--- src/rtl/taskwait_tracker_pkg.sv ---
// Shared widths, counter limits and the ack beat for the taskwait tracker.
// Field widths are sized for the largest supported configuration.
package taskwait_tracker_pkg;

  localparam int TDATA_W   = 64;
  localparam int ACCS_MAX  = 64;
  localparam int ID_W_MAX  = 6;
  localparam int CNT_W_MAX = 64;

  function automatic int id_w(input int n);
    return (n < 2) ? 1 : $clog2(n);
  endfunction

  // All-ones value of a w-bit counter, right-aligned in 64 bits.
  function automatic logic [CNT_W_MAX-1:0] cnt_sat(input int w);
    return (w >= CNT_W_MAX) ? '1 : ((64'd1 << w) - 64'd1);
  endfunction

  typedef struct packed {
    logic [ID_W_MAX-1:0] tdest;
    logic [TDATA_W-1:0]  tdata;
    logic                tlast;
  } ack_beat_t;

endpackage

--- src/rtl/rr_arbiter.sv ---
// Combinational round-robin pick: first requester at or after ptr,
// wrapping modulo N.
module rr_arbiter
  import taskwait_tracker_pkg::*;
#(
  parameter  int N  = 16,
  localparam int IW = id_w(N)
) (
  input  logic [N-1:0]  req,
  input  logic [IW-1:0] ptr,
  output logic          gnt_valid,
  output logic [IW-1:0] gnt_idx
);

  logic [IW:0]   sum;
  logic [IW-1:0] k;

  always_comb begin
    gnt_valid = 1'b0;
    gnt_idx   = '0;
    sum       = '0;
    k         = '0;
    for (int i = 0; i < N; i++) begin
      sum = {1'b0, ptr} + (IW+1)'(i);
      if (sum >= (IW+1)'(N))
        sum = sum - (IW+1)'(N);
      k = sum[IW-1:0];
      if (!gnt_valid && req[k]) begin
        gnt_valid = 1'b1;
        gnt_idx   = k;
      end
    end
  end

endmodule

--- src/rtl/taskwait_tracker.sv ---
// Per-accelerator outstanding-child counters gating taskwait acks,
// which are returned through a round-robin picked output register.
module taskwait_tracker
  import taskwait_tracker_pkg::*;
#(
  parameter  int MAX_ACCS = 16,
  parameter  int CNT_W    = 16,
  localparam int ID_W     = id_w(MAX_ACCS)
) (
  input  logic               aclk,
  input  logic               aresetn,
  input  logic               taskwait_in_tvalid,
  output logic               taskwait_in_tready,
  input  logic [ID_W-1:0]    taskwait_in_tid,
  input  logic [TDATA_W-1:0] taskwait_in_tdata,
  input  logic               taskwait_in_tlast,
  output logic               taskwait_out_tvalid,
  input  logic               taskwait_out_tready,
  output logic [ID_W-1:0]    taskwait_out_tdest,
  output logic [TDATA_W-1:0] taskwait_out_tdata,
  output logic               taskwait_out_tlast,
  input  logic               spawn_evt_valid,
  input  logic [ID_W-1:0]    spawn_evt_acc,
  input  logic               finish_evt_valid,
  input  logic [ID_W-1:0]    finish_evt_acc,
  output logic               err_overflow,
  output logic               err_underflow
);

  localparam logic [CNT_W-1:0] CNT_MAX  =
    CNT_W'(cnt_sat(CNT_W));
  localparam logic [CNT_W-1:0] CNT_ZERO = '0;
  localparam logic [CNT_W-1:0] CNT_ONE  = CNT_W'(1);

  logic                run_q;
  logic [MAX_ACCS-1:0] pend_q;
  logic [MAX_ACCS-1:0] infl_q;
  logic [CNT_W-1:0]    cnt_q [MAX_ACCS];
  logic [TDATA_W-1:0]  pid_q [MAX_ACCS];
  logic [ID_W-1:0]     ptr_q;
  logic                out_vld_q;
  ack_beat_t           out_q;
  logic                ovf_q;
  logic                udf_q;

  logic [MAX_ACCS-1:0] elig;
  logic [MAX_ACCS-1:0] inc;
  logic [MAX_ACCS-1:0] dec;
  logic [MAX_ACCS-1:0] set_pend;
  logic [MAX_ACCS-1:0] set_infl;
  logic [MAX_ACCS-1:0] clr_ack;
  logic                gnt_vld;
  logic [ID_W-1:0]     gnt_idx;
  logic [ID_W-1:0]     gnt_nxt;
  logic [ID_W-1:0]     out_dest;
  logic                in_hs;
  logic                out_hs;
  logic                load;
  ack_beat_t           nxt_beat;
  logic                unused_bits;

  assign out_dest = out_q.tdest[ID_W-1:0];

  assign taskwait_in_tready =
    run_q & ~pend_q[taskwait_in_tid];

  assign in_hs  = taskwait_in_tvalid & taskwait_in_tready;
  assign out_hs = out_vld_q & taskwait_out_tready;
  assign load   = gnt_vld & (~out_vld_q | taskwait_out_tready);

  assign gnt_nxt = (gnt_idx == ID_W'(MAX_ACCS - 1)) ?
                   '0 : gnt_idx + ID_W'(1);

  always_comb begin
    elig = '0;
    for (int a = 0; a < MAX_ACCS; a++)
      elig[a] = pend_q[a] & (cnt_q[a] == CNT_ZERO) & ~infl_q[a];
  end

  always_comb begin
    inc      = '0;
    dec      = '0;
    set_pend = '0;
    set_infl = '0;
    clr_ack  = '0;
    inc[spawn_evt_acc]        = spawn_evt_valid;
    dec[finish_evt_acc]       = finish_evt_valid;
    set_pend[taskwait_in_tid] = in_hs;
    set_infl[gnt_idx]         = load;
    clr_ack[out_dest]         = out_hs;
  end

  always_comb begin
    nxt_beat       = '0;
    nxt_beat.tdest = ID_W_MAX'(gnt_idx);
    nxt_beat.tdata = pid_q[gnt_idx];
    nxt_beat.tlast = 1'b1;
  end

  rr_arbiter #(
    .N (MAX_ACCS)
  ) u_arb (
    .req       (elig),
    .ptr       (ptr_q),
    .gnt_valid (gnt_vld),
    .gnt_idx   (gnt_idx)
  );

  // Same-cycle spawn and finish on one accelerator cancel out.
  always_ff @(posedge aclk) begin
    if (!aresetn) begin
      for (int a = 0; a < MAX_ACCS; a++)
        cnt_q[a] <= '0;
      ovf_q <= 1'b0;
      udf_q <= 1'b0;
    end else begin
      for (int a = 0; a < MAX_ACCS; a++) begin
        unique case (1'b1)
          inc[a] & ~dec[a]: begin
            if (cnt_q[a] == CNT_MAX)
              ovf_q <= 1'b1;
            else
              cnt_q[a] <= cnt_q[a] + CNT_ONE;
          end
          dec[a] & ~inc[a]: begin
            if (cnt_q[a] == CNT_ZERO)
              udf_q <= 1'b1;
            else
              cnt_q[a] <= cnt_q[a] - CNT_ONE;
          end
          default: ;
        endcase
      end
    end
  end

  always_ff @(posedge aclk) begin
    if (!aresetn) begin
      run_q     <= 1'b0;
      pend_q    <= '0;
      infl_q    <= '0;
      ptr_q     <= '0;
      out_vld_q <= 1'b0;
      out_q     <= '0;
      for (int a = 0; a < MAX_ACCS; a++)
        pid_q[a] <= '0;
    end else begin
      run_q  <= 1'b1;
      pend_q <= (pend_q | set_pend) & ~clr_ack;
      infl_q <= (infl_q | set_infl) & ~clr_ack;
      if (in_hs)
        pid_q[taskwait_in_tid] <= taskwait_in_tdata;
      if (load) begin
        out_vld_q <= 1'b1;
        out_q     <= nxt_beat;
        ptr_q     <= gnt_nxt;
      end else if (out_hs) begin
        out_vld_q <= 1'b0;
      end
    end
  end

  assign taskwait_out_tvalid = out_vld_q;
  assign taskwait_out_tdest  = out_dest;
  assign taskwait_out_tdata  = out_q.tdata;
  assign taskwait_out_tlast  = out_q.tlast;
  assign err_overflow        = ovf_q;
  assign err_underflow       = udf_q;

  // tlast carries no information on a single-beat stream.
  assign unused_bits = ^{taskwait_in_tlast, out_q.tdest};

endmodule
--- config.mk ---
export PLATFORM = sky130hd
export DESIGN_NAME = taskwait_tracker
export DESIGN_NICKNAME = d
export VERILOG_FILES = /design/src/rtl/taskwait_tracker_pkg.sv /design/src/rtl/rr_arbiter.sv /design/src/rtl/taskwait_tracker.sv
export SDC_FILE = /design/constraint.sdc
export NUM_CORES = 2
export LEC_CHECK = 0
export CAP_MARGIN = 0
export CORE_UTILIZATION = 52
export CTS_CLUSTER_SIZE = 8
export DETAILED_ROUTE_END_ITERATION = 12
export PLACE_DENSITY = 0.74
export SYNTH_ARGS = -nofsm -noshare
export SYNTH_HDL_FRONTEND = slang
export SYNTH_HIERARCHICAL = 1
export SYNTH_SLANG_ARGS = --single-unit
export TNS_END_PERCENT = 30
--- constraint.sdc ---
create_clock -name aclk -period 16.4 [get_ports aclk]
set_input_delay 1.64 -clock aclk [delete_from_list [all_inputs] [get_ports aclk]]
set_output_delay 1.64 -clock aclk [all_outputs]
set_load 0.03 [all_outputs]
==> Word level (Yosys, flattened, before mapping) <==
Memory sizes are Yosys's and may differ from the RTL's. A register that Yosys moved wholly into a read port is not among the register bits.
Index checks and enable logic that the tools add are counted.
{ "word_totals": {"register_bits": 45, "ramBits": 1280, "input_bits": 83, "out_inout_bits": 73, "elab_cells": 694, "memories": 2} }
{ "op_classes": {"addsub": 64, "magnitude_cmp": 42, "n_eq_ne": 17, "mux": 345, "n_bitwise": 161, "reduce_logical": 54} }
{ "mem_list": {"columns": ["name", "words", "word_bits", "rd", "rd_clocked_by_memory_dff", "wr", "line", "source"], "rows": [
  ["pid_q", 16, 64, 1, 1, 16, "taskwait_tracker.sv:39", "logic [TDATA_W-1:0] pid_q [MAX_ACCS];"],
  ["cnt_q", 16, 16, 16, 0, 16, "taskwait_tracker.sv:38", "logic [CNT_W-1:0] cnt_q [MAX_ACCS];"]
]} }
{ "op_table": {"columns": ["cell", "count"], "rows": [
  ["$mux W16", 32],
  ["$add A16 B1 Y16 const B", 16],
  ["$eq A16 B16 Y1 const B", 16],
  ["$logic_not A16 Y1", 16],
  ["$mux W1", 256],
  ["$sub A16 B1 Y16 const B", 16],
  ["$mux W4", 34],
  ["$and A16 B16 Y16", 7],
  ["$lt A4 B5 Y1 const B", 21],
  ["$ge A5 B5 Y1 const B", 15],
  ["$and A1 B1 Y1", 68],
  ["$bmux W1 S4", 17],
  ["$mux W64", 1],
  ["$reduce_or A64 Y1", 1],
  ["$sub A4 B1 Y4 const B", 16],
  ["$not A1 Y1", 50],
  ["$add A4 B4 Y5 const B", 8],
  ["$or A1 B1 Y1", 33],
  ["$or A16 B16 Y16", 2],
  ["$add A4 B3 Y5 const B", 4],
  ["$demux W1 S4", 5],
  ["$ge A4 B1 Y1 const B", 5],
  ["$logic_and A1 B1 Y1", 20],
  ["$logic_not A1 Y1", 16],
  ["other kinds (7)", 8]
]} }

==> Longest topological paths before layout <==
An unclocked memory read counts as a cell.
{ "logic_depth": {"depth_word": 59, "mapped_depth": 24, "depth_no_buf": 18} }

==> By module <==
The synthesis kept the hierarchy.
{ "by_module_without_submodules": {"columns": ["module", "instances", "cells_each", "area_each_um2", "seq_area_each_um2"], "rows": [
  ["taskwait_tracker", 1, 5425, 70924.3, 40619.0],
  ["rr_arbiter", 1, 280, 2472.4, 0.0]
]} }

==> Worst setup path after synthesis <==
Ideal clock, no wire load.
{ "synth_timing": {"path_type": "input port to flip-flop", "startpoint": "in taskwait_in_tid[0]", "endpoint": "mem pid_q[2][0] (enable)", "setup_ns": 0.575, "arrival_time_ns": 7.451, "required_time_ns": 15.825, "slack_ns": 8.375, "stages": 6, "n_path_buf": 1, "path_cell_list": "mux4_2 > mux2_2 > nor3_2 > nand2b_2 > buf_6 > o21ai_0"} }
{ "synth_rtl": {"columns": ["item", "line", "source"], "rows": [
  ["start, declared", "taskwait_tracker.sv:14", "input logic [ID_W-1:0] taskwait_in_tid,"],
  ["end, declared", "taskwait_tracker.sv:39", null]
]} }

==> Worst setup path after layout <==
{ "layout_timing": {"startpoint": "reg ptr_q[1]", "endpoint": "reg taskwait_out_tdata[13] (netlist name)"} }
{ "layout_via": {"elab_cells_between_ends": 158, "classes_between": "31 x add/sub; 16 x order compare; 80 x mux; 1 x bitwise; 30 x reduce/logical"} }
{ "layout_rtl": {"columns": ["item", "line", "source"], "rows": [
  ["start, declared", "taskwait_tracker.sv:40", "logic [ID_W-1:0] ptr_q;"],
  ["start signal, assigned", "taskwait_tracker.sv:156", "ptr_q <= gnt_nxt;"],
  ["parallel branches: the longest is 49 deep, another holds $add A4 B1 Y5", null, null],
  ["$mux W4 *", "rr_arbiter.sv:28", "if (!gnt_valid && req[k]) begin"],
  ["named net gnt_idx[0]", "taskwait_tracker.sv:53", "logic [ID_W-1:0] gnt_idx;"]
]} }
Mark *: on every way through the listed nets, which the timed path passes. The select of a mux whose other input is x is not followed.
A chain may end at the register's enable or synchronous reset.

==> flow_summary.yaml <==
min_path:
  hold_depth: 2
  hp-class: "reg -> reg"
  whs_endpoint: "taskwait_out_tdata[50]"
  hp-start: "taskwait_out_tdata[50]"
timing:
  worstMarginPinSlew_ns: 1.20
  final.setup.tns_ns: 0
  final_max_slew_viol_count: 0
  final-hold-violation-count: 0
  min_period_ns: 8.73
  hold_slack_ns: 0.454
  rsz0062_at_grt: "false"
  max_freq_mhz: 115
  slew_headroom_pct: 19.4
  finalClockSkew_ns: 0.0712
  setup_viol: 0
  finalCritPeriodShare_pct: 53.2
floorplan:
  initial_core_util_pct: 52.5
  dieArea_mm2: 0.143
  ios: 156
  die_x_um: 378
  die_h_um: 378
  rows: 137
  coreArea_mm2: 0.140
grt:
  met2_usage_pct: 45.4
  top_usage_layer: "met2"
  gr-usage-met1_pct: 34.6
  grt_pass1_wl_um: 292000
  overflow: 0
  grt_use_total_pct: 27.1
  met3_usage_pct: 6.07
  first_global_vias: 48200
  grt_max_degree: 153
  grt_antenna_before_repair: 21
setup_path:
  cp_cell_sequence: "clkinv_1, ha_1, mux4_2, mux2i_1, mux2i_1, nor4b_4, nand3_2, or4_1, a32oi_4, buf_4, buf_12, buf_4, mux4_2, mux4_2, nand2_1, a21oi_1"
  crit_top_cell: "mux4_2"
  required_ns: 17.05
  cp.arrival_ns: 9.38
  worst_path_largest_cell_delay_ns: 0.93
  start_kind: "register"
  crit_fanout: 109
  crit_type: "reg -> reg"
  worst_r2r_endpoint: "taskwait_out_tdata[13]"
  r2r_setup_slack_ns: 7.67
  cpMaxStageDelayCell: "ha_1"
  rr_worst_depth: 16
  crit_path_end_kind: "register"
  r2r_start: "ptr_q[1]"
synthesis:
  syn_area_mm2: 0.0734
  synth_nets: 6027
  ys_warn_count: 6
  avgSynthCellArea_um2: 12.9
  ys_ff_latch: 1389
  seq_area_frac_synth_pct: 55.3
  syn-instance-count: 5705
  synth.distinct_cells: 103
  async_reset_ff_share_pct: 0
  synth_ff_type: "edfxtp_1"
  synth_edf_count: 1280
power:
  power.density_mw_per_mm2: 140
  p_comb_share_pct: 30.7
  seq_power_share_pct: 36.5
  p_sw_mw: 3.73
  p_total_mw: 11.5
  clkPwrFrac_pct: 32.8
  ir_drop_mv: 0.328
  p_leak_nw: 30.3
  power.internal_mw: 7.79
  swShare_pct: 32.4
clock_tree:
  cts_tree: "done"
  cts_sinks: 1389
  cts-root-buf: "clkbuf_16"
  htreeDepth: 4
  post_cts_resized: 0
  cts_buffer_depth: 3
  cts_setup_buffers: 0
  cts-buffers-inserted: 192
  clkTransAtPathRegs_ns: 0.05
  hold_buffers: 0
  clk_latency_ns: 0.83
layout:
  fillers: 10700
  final_nets: 6105
  final_util_pct: 59.0
  drive_gt1_share_pct: 12.4
  finalInstanceArea_mm2: 0.0825
  area_growth_pct: 12.4
route:
  vias: 48700
  wl_per_cell_um: 24.8
  route.detailed.drc: 0
  viasPerCell: 6.23
  wirelength_um: 194000
  postRouteAntennaNets: 0
  drtIter0Drc: 5165
  drtPass1Iterations: 6
placed_design:
  hpwl_um: 108000
  dpl_cell_area_mm2: 0.0767
  port_buffers: 154
  gp_congestion: 0.913
run:
  max_cap_viol_count: 0
run_status:
  status: "complete, no violations"
==> placed cells by master, fill, tap and decap left out, types with 13 or more instances in the layout <==
| cell type | n |
|---|---|
| and3_1 | 15 |
| a21oi_1 | 212 |
| nor2b_1 | 54 |
| clkbuf_16 | 195 |
| and2_1 | 1043 |
| clkdlybuf4s50_1 | 153 |
| buf_4 | 68 |
| o31ai_1 | 30 |
| nor3b_1 | 18 |
| mux2i_1 | 38 |
| dfxtp_1 | 108 |
| inv_1 | 79 |
| a21o_1 | 22 |
| mux2_2 | 22 |
| o21a_1 | 46 |
| a211o_1 | 16 |
| ha_1 | 224 |
| o21ai_4 | 16 |
| xor2_1 | 107 |
| edfxtp_1 | 1280 |
| nand4_1 | 92 |
| or3_1 | 45 |
| nand2b_1 | 47 |
| diode_2 | 13 |
| nor4_1 | 91 |
| mux4_2 | 351 |
| o211ai_1 | 32 |
| a31oi_1 | 31 |
| a211oi_1 | 48 |
| nand2_1 | 317 |
| xnor2_1 | 50 |
| o21ai_0 | 121 |
| nand3_1 | 73 |
| clkbuf_1 | 131 |
| nor2_1 | 371 |
| nor3_1 | 91 |
| fa_1 | 15 |
| o31a_1 | 23 |
==> through the flow <==
stage,setup slack (ns),std cells
2_1_floorplan,8.37,5705
3_3_place_gp,7.66,7465
3_5_place_dp,7.60,7465
4_1_cts,7.61,7806
5_1_grt,7.09,7811
6_report,7.67,7819
==> state kept, by name, summed over array words and instances, names as in the netlist <==
name and cells:
taskwait_out_tdata 64, ptr_q 4, pid_q 1024, infl_q 16, pend_q 16, err_overflow 1
cnt_q 256, taskwait_out_tvalid 1, taskwait_out_tlast 1, run_q 1, taskwait_out_tdest 4, err_underflow 1
==> cells in the mapped netlist, drive strengths merged (8+ instances only) <==
master	number	share of area (%)
a2111oi	17	0.28
a211o	16	0.19
a211oi	48	0.49
a21o	22	0.23
a21oi	212	1.4
a221oi	8	0.095
a31oi	32	0.27
and2	1046	8.9
and3	15	0.13
buf	53	0.40
clkbuf	286	1.5
dfxtp	109	3.0
edfxtp	1280	52
fa	15	0.41
ha	224	3.8
inv	81	0.41
mux2	22	0.34
mux2i	38	0.52
mux4	355	11
nand2	319	1.6
nand2b	48	0.41
nand3	74	0.51
nand3b	9	0.092
nand4	92	0.78
nand4b	10	0.12
nor2	388	2.2
nor2b	54	0.46
nor3	93	0.66
nor3b	19	0.20
nor4	92	0.79
o2111ai	9	0.12
o211ai	32	0.33
o21a	47	0.48
o21ai	140	0.95
o22ai	10	0.085
o31a	23	0.27
o31ai	30	0.31
o41ai	14	0.23
or2	13	0.11
or3	46	0.40
or4	11	0.11
xnor2	51	0.62
xor2	107	1.3
==> layer usage <==
metal	vias to the layer above	part of all wire [%]
li1	21700	-
met1	24400	38
met2	2199	49
met3	442	9.6
met4	18	3.3
met5	-	0.057
==> cell families (layout without fill, tap and decap cells) <==
logic type,after synthesis,after routing,synth area share (%)
xor gates and xnor gates,158,158,1.90
AOI/OAI and AO/OA,732,732,6.65
and+or+nand+nor,2351,2351,17.8
muxes,415,415,11.8
adders and majority gates,239,239,4.23
other,0,13,0
buffers and inverters,421,646,2.32
DFF,1389,1389,55.3
==> power groups by stage <==
stage | Combinational [mW] | Sequential, mW | Clock (mW)
5_1_grt | 3.73 | 4.22 | 3.96
4_1_cts | 3.54 | 4.21 | 3.81
3_5_place_dp | 3.53 | 4.27 | 0
2_1_floorplan | 2.33 | 4.39 | 0
3_3_place_gp | 3.49 | 4.26 | 0
6_report | 3.54 | 4.21 | 3.78
==> worst max path at each step <==
stage | slack, ns | from | cells after the start | to
6_report | 7.67 | ptr_q[1] | 16 | taskwait_out_tdata[13]
5_1_grt | 7.09 | ptr_q[1] | 16 | taskwait_out_tdata[13]
4_1_cts | 7.61 | ptr_q[1] | 16 | taskwait_out_tdata[36]
3_5_place_dp | 7.60 | ptr_q[1] | 16 | taskwait_out_tdata[11]
3_3_place_gp | 7.66 | ptr_q[1] | 16 | taskwait_out_tdata[11]
2_1_floorplan | 8.37 | taskwait_in_tid[0] | 6 | pid_q[2][0]
==> critical path: cells and delay by family, from the launching register on <==
kind | cells | cell delay, ns
muxes | 5 | 2.42
buffers and inverters | 4 | 2.35
and+or+nand+nor | 4 | 1.98
adders and majority gates | 1 | 0.93
AOI/OAI and AO/OA | 2 | 0.34
DFF | 1 | 0.32
==> cell type report <==
type / count / area (µm²) / area share, %
antenna: 13 / 32.5 / 0.0394
clock buffer: 329 / 5410 / 6.56
clock inverter: 12 / 327 / 0.396
inverter: 82 / 313 / 0.379
multi-input combinational: 3895 / 31300 / 38.0
sequential: 1389 / 40600 / 49.2
tap: 1876 / 2350 / 2.85
timing repair buffer: 223 / 2080 / 2.52
No activity file was read; power rests on OpenSTA's default activity.
